--- src/rtl/i2c_bus_monitor.sv ---
// i2c_bus_monitor
//   Front end for the I2C peripheral controller. It synchronises and
//   glitch-filters the raw SCL/SDA pads, then detects START, repeated START
//   and STOP. It tracks bus-busy with an SCL-low abort timer and assembles
//   received bits into bytes plus the ACK bit.
// Ports
//   clk, reset            system clock, synchronous active-high reset
//   scl_in, sda_in        raw asynchronous pad inputs
//   scl_f, sda_f          filtered lines
//   scl_rise, scl_fall    filtered SCL edge strobes
//   start_det, rstart_det START from idle / START while busy strobes
//   stop_det, timeout     STOP strobe / SCL-low abort strobe
//   bus_busy              level, high while a transfer is in progress
//   bit_valid, bit_data   strobe and value for data bits 0..7
//   byte_valid, byte_data strobe and held byte (MSB first)
//   ack_valid, ack_bit    strobe and held 9th-bit value
module i2c_bus_monitor #(
    parameter int          SYNC_STAGES    = 2,
    parameter int          FILTER_CYCLES  = 3,
    parameter logic [15:0] TIMEOUT_CYCLES = 16'd1000
) (
    input  logic       clk,
    input  logic       reset,
    input  logic       scl_in,
    input  logic       sda_in,
    output logic       scl_f,
    output logic       sda_f,
    output logic       scl_rise,
    output logic       scl_fall,
    output logic       start_det,
    output logic       rstart_det,
    output logic       stop_det,
    output logic       timeout,
    output logic       bus_busy,
    output logic       bit_valid,
    output logic       bit_data,
    output logic       byte_valid,
    output logic [7:0] byte_data,
    output logic       ack_valid,
    output logic       ack_bit
);

    localparam logic [0:0]  ST_IDLE  = 1'b0;
    localparam logic [0:0]  ST_BUSY  = 1'b1;
    localparam logic [3:0]  FLT_LAST = 4'(FILTER_CYCLES - 1);
    localparam logic [15:0] TO_LAST  = TIMEOUT_CYCLES - 16'd1;

    logic [SYNC_STAGES-1:0] scl_sync_q, sda_sync_q;
    logic       scl_f_q, scl_f_d, sda_f_q, sda_f_d;
    logic [3:0] scl_cnt_q, scl_cnt_d, sda_cnt_q, sda_cnt_d;
    logic       scl_p_q, sda_p_q;
    logic [0:0] state_q, state_d;
    logic [3:0] bit_cnt_q, bit_cnt_d;
    logic [6:0] shift_q, shift_d;
    logic [7:0] byte_q, byte_d;
    logic       ack_q, ack_d, bit_data_q, bit_data_d;
    logic [15:0] to_cnt_q, to_cnt_d;
    logic       scl_rise_q, scl_fall_q, start_q, rstart_q, stop_q, timeout_q;
    logic       bit_valid_q, byte_valid_q, ack_valid_q, busy_q;
    logic       start_d, rstart_d, stop_d, timeout_d;
    logic       bit_valid_d, byte_valid_d, ack_valid_d;
    logic       scl_s, sda_s, scl_rise_w, scl_fall_w, scl_chg_w, start_w, stop_w;

    assign scl_s = scl_sync_q[SYNC_STAGES-1];
    assign sda_s = sda_sync_q[SYNC_STAGES-1];

    // The filtered value flips on the FILTER_CYCLES-th consecutive disagreeing sample.
    always_comb begin
        scl_f_d   = scl_f_q;
        scl_cnt_d = '0;
        if (scl_s != scl_f_q) begin
            if (scl_cnt_q == FLT_LAST) scl_f_d = scl_s;
            else                       scl_cnt_d = scl_cnt_q + 4'd1;
        end
        sda_f_d   = sda_f_q;
        sda_cnt_d = '0;
        if (sda_s != sda_f_q) begin
            if (sda_cnt_q == FLT_LAST) sda_f_d = sda_s;
            else                       sda_cnt_d = sda_cnt_q + 4'd1;
        end
    end

    assign scl_rise_w = scl_f_q & ~scl_p_q;
    assign scl_fall_w = ~scl_f_q & scl_p_q;
    assign scl_chg_w  = scl_f_q ^ scl_p_q;
    // An SDA edge coinciding with an SCL edge is not a bus condition.
    assign start_w    = ~sda_f_q & sda_p_q & scl_f_q & ~scl_chg_w;
    assign stop_w     = sda_f_q & ~sda_p_q & scl_f_q & ~scl_chg_w;

    always_comb begin
        state_d      = state_q;
        bit_cnt_d    = bit_cnt_q;
        shift_d      = shift_q;
        byte_d       = byte_q;
        ack_d        = ack_q;
        bit_data_d   = bit_data_q;
        start_d      = 1'b0;
        rstart_d     = 1'b0;
        stop_d       = 1'b0;
        timeout_d    = 1'b0;
        bit_valid_d  = 1'b0;
        byte_valid_d = 1'b0;
        ack_valid_d  = 1'b0;
        to_cnt_d     = (state_q == ST_BUSY && !scl_f_q) ? to_cnt_q + 16'd1 : 16'd0;
        if (start_w) begin
            if (state_q == ST_IDLE) start_d  = 1'b1;
            else                    rstart_d = 1'b1;
            state_d   = ST_BUSY;
            bit_cnt_d = '0;
            shift_d   = '0;
        end else if (stop_w) begin
            stop_d    = 1'b1;
            state_d   = ST_IDLE;
            bit_cnt_d = '0;
            shift_d   = '0;
        end else if (state_q == ST_BUSY) begin
            if (TIMEOUT_CYCLES != 16'd0 && !scl_f_q && to_cnt_q == TO_LAST) begin
                // Abort drops any partial byte without a byte_valid.
                timeout_d = 1'b1;
                state_d   = ST_IDLE;
                bit_cnt_d = '0;
                shift_d   = '0;
                to_cnt_d  = '0;
            end else if (scl_rise_w) begin
                if (bit_cnt_q == 4'd8) begin
                    ack_valid_d = 1'b1;
                    ack_d       = sda_f_q;
                    bit_cnt_d   = '0;
                end else begin
                    bit_valid_d = 1'b1;
                    bit_data_d  = sda_f_q;
                    shift_d     = {shift_q[5:0], sda_f_q};
                    bit_cnt_d   = bit_cnt_q + 4'd1;
                    if (bit_cnt_q == 4'd7) begin
                        byte_valid_d = 1'b1;
                        byte_d       = {shift_q, sda_f_q};
                    end
                end
            end
        end
    end

    always_ff @(posedge clk) begin
        if (reset) begin
            scl_sync_q   <= '1;
            sda_sync_q   <= '1;
            scl_f_q      <= 1'b1;
            sda_f_q      <= 1'b1;
            scl_cnt_q    <= '0;
            sda_cnt_q    <= '0;
            scl_p_q      <= 1'b1;
            sda_p_q      <= 1'b1;
            state_q      <= ST_IDLE;
            bit_cnt_q    <= '0;
            shift_q      <= '0;
            byte_q       <= '0;
            ack_q        <= 1'b1;
            bit_data_q   <= 1'b0;
            to_cnt_q     <= '0;
            scl_rise_q   <= 1'b0;
            scl_fall_q   <= 1'b0;
            start_q      <= 1'b0;
            rstart_q     <= 1'b0;
            stop_q       <= 1'b0;
            timeout_q    <= 1'b0;
            bit_valid_q  <= 1'b0;
            byte_valid_q <= 1'b0;
            ack_valid_q  <= 1'b0;
            busy_q       <= 1'b0;
        end else begin
            scl_sync_q   <= {scl_sync_q[SYNC_STAGES-2:0], scl_in};
            sda_sync_q   <= {sda_sync_q[SYNC_STAGES-2:0], sda_in};
            scl_f_q      <= scl_f_d;
            sda_f_q      <= sda_f_d;
            scl_cnt_q    <= scl_cnt_d;
            sda_cnt_q    <= sda_cnt_d;
            scl_p_q      <= scl_f_q;
            sda_p_q      <= sda_f_q;
            state_q      <= state_d;
            bit_cnt_q    <= bit_cnt_d;
            shift_q      <= shift_d;
            byte_q       <= byte_d;
            ack_q        <= ack_d;
            bit_data_q   <= bit_data_d;
            to_cnt_q     <= to_cnt_d;
            scl_rise_q   <= scl_rise_w;
            scl_fall_q   <= scl_fall_w;
            start_q      <= start_d;
            rstart_q     <= rstart_d;
            stop_q       <= stop_d;
            timeout_q    <= timeout_d;
            bit_valid_q  <= bit_valid_d;
            byte_valid_q <= byte_valid_d;
            ack_valid_q  <= ack_valid_d;
            // Busy level follows the FSM one cycle after the event strobe.
            busy_q       <= (state_q == ST_BUSY);
        end
    end

    assign scl_f      = scl_f_q;
    assign sda_f      = sda_f_q;
    assign scl_rise   = scl_rise_q;
    assign scl_fall   = scl_fall_q;
    assign start_det  = start_q;
    assign rstart_det = rstart_q;
    assign stop_det   = stop_q;
    assign timeout    = timeout_q;
    assign bus_busy   = busy_q;
    assign bit_valid  = bit_valid_q;
    assign bit_data   = bit_data_q;
    assign byte_valid = byte_valid_q;
    assign byte_data  = byte_q;
    assign ack_valid  = ack_valid_q;
    assign ack_bit    = ack_q;

endmodule

--- config.mk ---
export PLATFORM = sky130hd
export DESIGN_NAME = i2c_bus_monitor
export DESIGN_NICKNAME = d
export VERILOG_FILES = /design/src/rtl/i2c_bus_monitor.sv
export SDC_FILE = /design/constraint.sdc
export NUM_CORES = 1
export LEC_CHECK = 0
export CAP_MARGIN = 10
export CORE_MARGIN = 4
export CORE_UTILIZATION = 60
export CTS_BUF_LIST = sky130_fd_sc_hd__clkbuf_4
export DETAILED_ROUTE_END_ITERATION = 10
export PLACE_DENSITY = 0.95
export SLEW_MARGIN = 10
export SYNTH_ARGS = -nofsm -noshare
export SYNTH_HDL_FRONTEND = slang
export SYNTH_SLANG_ARGS = --single-unit
--- constraint.sdc ---
create_clock -name clk -period 3.4 [get_ports clk]
set_clock_uncertainty 0.2 [all_clocks]
set_input_delay 0.51 -clock clk [delete_from_list [all_inputs] [get_ports clk]]
set_output_delay 0.51 -clock clk [all_outputs]
set_load 0.01 [all_outputs]
==> impl.org <==
** Detailed routing
- Starting DRC count in detailed routing :: 260
- In the routed design, unresolved DRC markers number 0.
- The detail route stage leaves a number of antenna-violating nets equal to 0.
- After detailed routing, the number of vias per cell comes to 5.697.
- Routed wire length :: 5.121 mm
- For this run, the detailed router's first-pass iteration total came to 6.
- Via count :: 2,125
- Post-detailed-route wirelength per cell :: 13.73 µm

** Global routing
- First-pass GRT wire length :: 8.611 mm
- Largest net degree at the start of global routing :: 22
- In the global route stage, overall resource usage came out at 20.43%.
- Global routing finished with a remaining overflow of 0.
- The number of antenna violations at the first check in global routing came to 0.
- The number of global-route vias before repair was 1,957.

** Pwr
- Clock network fraction of design power :: between 30% and 40%
- Share of power burned in combinational logic :: 1.9%
- Psw :: 0.0002757 W
- Design Power :: between 0.001 and 0.0015 W
- Total internal power :: 0.0009926 W
- Across the VDD grid, the largest voltage drop is between 300 and 400 µV.
- The analysis attributes to cell leakage a power of 1.096 nW.
- Sequential cells burn 59.6% of the power.
- Power Density :: 406.6 mW/mm²
- Switching power share of the total :: between 20% and 30%

** Synth
- Number of flops mapped to enable cells by yosys :: 0
- Post-Syn Area per Cell :: 9.345 µm²
- When the netlist entered floorplanning its net count stood at slightly above 300.
- Top-area cell type share of the netlist area :: 46.95%
- Number of warnings issued by yosys :: 0
- Largest cells by area after synthesis :: sky130_fd_sc_hd__dfxtp_1 47%, sky130_fd_sc_hd__nand2b_1 4.4%, sky130_fd_sc_hd__ha_1 4.1%, sky130_fd_sc_hd__nor2_1 4.0%, sky130_fd_sc_hd__xor2_1 3.9%
- The synthesized netlist occupies a cell area of roughly 0.0027 mm².
- The most used flip-flop cell after synthesis is sky130_fd_sc_hd__dfxtp_1.
- Instance count of the mapped netlist :: 292
- Counting flops with an async set or reset pin after synthesis yields a share of 0%.
- Number of unique standard cell types used by synthesis :: 43
- After synthesis the netlist holds a flip-flop and latch count of 64.
- sky130_fd_sc_hd__dfxtp_1 takes more of the synthesized area than any other cell.
- Portion of the post-synthesis area used by sequential elements :: roughly 47%

** Placement
- Detailed placement finished with a half-perimeter wire length of 3.523 mm.
- The count of buffers added on input and output ports is 25.
- Final weighted congestion of routability-driven global placement :: 0.8498

** CTS
- Clock Latency Late Sink :: ~410 ps
- Total CTS buffers :: 9
- Count of hold buffers inserted by post-cts repair :: 0
- In this run the deepest clock path goes through 2 buffers.
- Root Buffer Master :: sky130_fd_sc_hd__clkbuf_4
- After clock tree synthesis, the clock-pin slew on the worst setup and hold paths is 110 ps.
- Clock net sink count :: 64
- The number of gates resized after CTS was 0.
- H-tree lvl count :: 3
- After clock tree synthesis, the setup repair step added 0 buffers.
- TritonCTS built the clock tree.

** Setup path
- Crit path kind :: reg -> reg
- Launching element type of the critical path :: register
- The number of buffers and inverters on the critical path is 1.
- Family with the most delay on the worst path :: simple AND/OR/NAND/NOR gates
- The worst setup path is captured at a register.
- Of all nets on the critical path, the largest fanout is 13.
- Among all stages on the critical path, the largest delay is contributed by sky130_fd_sc_hd__dfxtp_1.
- CP required :: roughly 3500 ps
- For the worst setup path, the data arrival time is 2530 ps.
- Max incr delay on CP :: between 600 and 700 ps
- The critical path goes through inv_1, ha_1, nand3_1, and4b_1, mux2i_1.

** Timing
- Pin slew with the least headroom to its limit :: approximately 540 ps
- For this run, the top clock speed supported by timing is ~420 MHz.
- In this run the tightest slew margin relative to its limit is between 60% and 70%.
- Final number of setup-violating endpoints :: 0
- Worst Hold Slack :: roughly 220 ps
- Summed over all failing endpoints, the final setup total negative slack is 0 ps.
- Unrepaired setup endpoints after global routing :: no
- Final worst path period need :: 2401 ps
- Final Max Slew Viols :: 0
- Number of failing hold endpoints at the final stage :: 0
- Of the available clock period, the critical path in the final layout requires 70.61%.

** Floorplan
- Die ar. :: between 0.005 and 0.006 mm²
- The initial utilization of the core area, before any placement, comes to a little over 60%.
- In this run the core area contains 24 standard-cell rows.
- The core region is 0.004384 mm².
- Pin placement for this block handled 26 I/O pins.
- The die is around 75 µm wide.
- The die is 75.44 µm tall.

** Flow run
- The tool flagged a number of max-cap violations equal to 0.

** Layout
- Share of layout cells above drive strength 1 :: under 10%
- Layout-stage area growth over the synthesis result :: 14.31%
- Final layout net count :: 329
- Top library cells by usage in the layout, fill and taps aside :: 64 x sky130_fd_sc_hd__dfxtp_1, 29 x sky130_fd_sc_hd__nor2_1, 27 x sky130_fd_sc_hd__nand2_1
- The number of antenna diodes in the final layout is 0.
- Most frequent standard cell in the layout excluding fill and tap cells :: sky130_fd_sc_hd__dfxtp_1

** Outcome
- Run status :: finished, final reports clean

** Hold path
- Path type of the worst min-delay path :: reg -> reg
final timing paths:
path	endpoint	startpoint	slack (ps)	cells after the start
worst min-delay path	sda_sync_q[1]$_SDFF_PP1_	sda_sync_q[0]$_SDFF_PP1_	220	1
worst min register to register	sda_sync_q[1]$_SDFF_PP1_	sda_sync_q[0]$_SDFF_PP1_	220	1
worst max-delay path	byte_data[3]$_SDFFE_PP0P_	scl_f$_SDFFE_PP1P_	1000	5
worst max register to register	byte_data[3]$_SDFFE_PP0P_	scl_f$_SDFFE_PP1P_	1000	5
Yosys cell counts, drive strengths merged, types with 3 or more instances:
cell,number
a31oi,10
and3,3
and4,3
buf,8
clkbuf,5
dfxtp,64
ha,9
inv,9
mux2i,10
nand2,27
nand2b,19
nand3,20
nand4,9
nor2,29
nor2b,3
nor3,6
nor3b,3
nor4,5
or2,5
or3,3
xnor2,9
xor2,12
cells by family (layout without fill, tap and decap cells):
| family | after synthesis | count (layout) | synth area share, % |
|---|---|---|---|
| AOI/OAI and AO/OA | 20 | 20 | 4.861 |
| xor gates and xnor gates | 21 | 21 | 6.740 |
| adders and majority gates | 9 | 9 | 4.127 |
| buffers and inverters | 23 | 52 | 3.851 |
| DFF | 64 | 64 | 46.95 |
| muxes | 10 | 10 | 3.668 |
| and+or+nand+nor | 145 | 145 | 29.80 |
metrics by stage:
stage,std cells,setup WS (ps),utilization (%),instance area (µm²)
floorplan,292,1471,-,2729
global placement,357,985.0,68.07,2984
detailed placement,357,887.3,68.07,2984
CTS,373,982.8,71.15,3119
global route,373,758.3,71.15,3119
finish,373,999.4,71.15,3119
power by group through the flow:
stage                logic, W  clock network, W  registers (W)
floorplan           0.0000172                 0       0.000772
global placement    0.0000236                 0       0.000773
detailed placement  0.0000245                 0       0.000773
CTS                 0.0000247          0.000497       0.000756
global route        0.0000276          0.000533       0.000757
finish              0.0000246          0.000488       0.000756
per-layer routing:
metal  wire length, µm  up-vias  global-route usage, %  share of wire [%]
met5                 0        -                      0                  0
met4               112        0                  10.68                2.2
met3               348       14                  6.992                6.8
met2              2344       75                  30.78                 46
met1              2315      983                  25.89                 45
li1                  -     1053                      -                  -
area by class of cell:
cell class	count	area (µm²)
Clock buffer	10	75.07
Sequential cell	64	1281
Multi-Input combinational cell	205	1343
Tap cell	52	65.06
Clock inverter	6	60.06
Inverter	10	37.54
Fill cell	329	1265
Timing Repair Buffer	26	257.7
state kept, by name, summed over array words and instances, names as in the netlist, 2 cells and up:
signal      flops
to_cnt_q       16
byte_data       8
shift_q         7
bit_cnt_q       4
scl_cnt_q       4
sda_cnt_q       4
scl_sync_q      2
sda_sync_q      2
worst register-to-register path: stages, from the launching register on:
cell and delay (ps):
sky130_fd_sc_hd__dfxtp_1 620, sky130_fd_sc_hd__inv_1 130, sky130_fd_sc_hd__ha_1 370, sky130_fd_sc_hd__nand3_1 180, sky130_fd_sc_hd__and4b_1 550, sky130_fd_sc_hd__mux2i_1 270
Note: power is estimated with default switching activity, not from simulation.
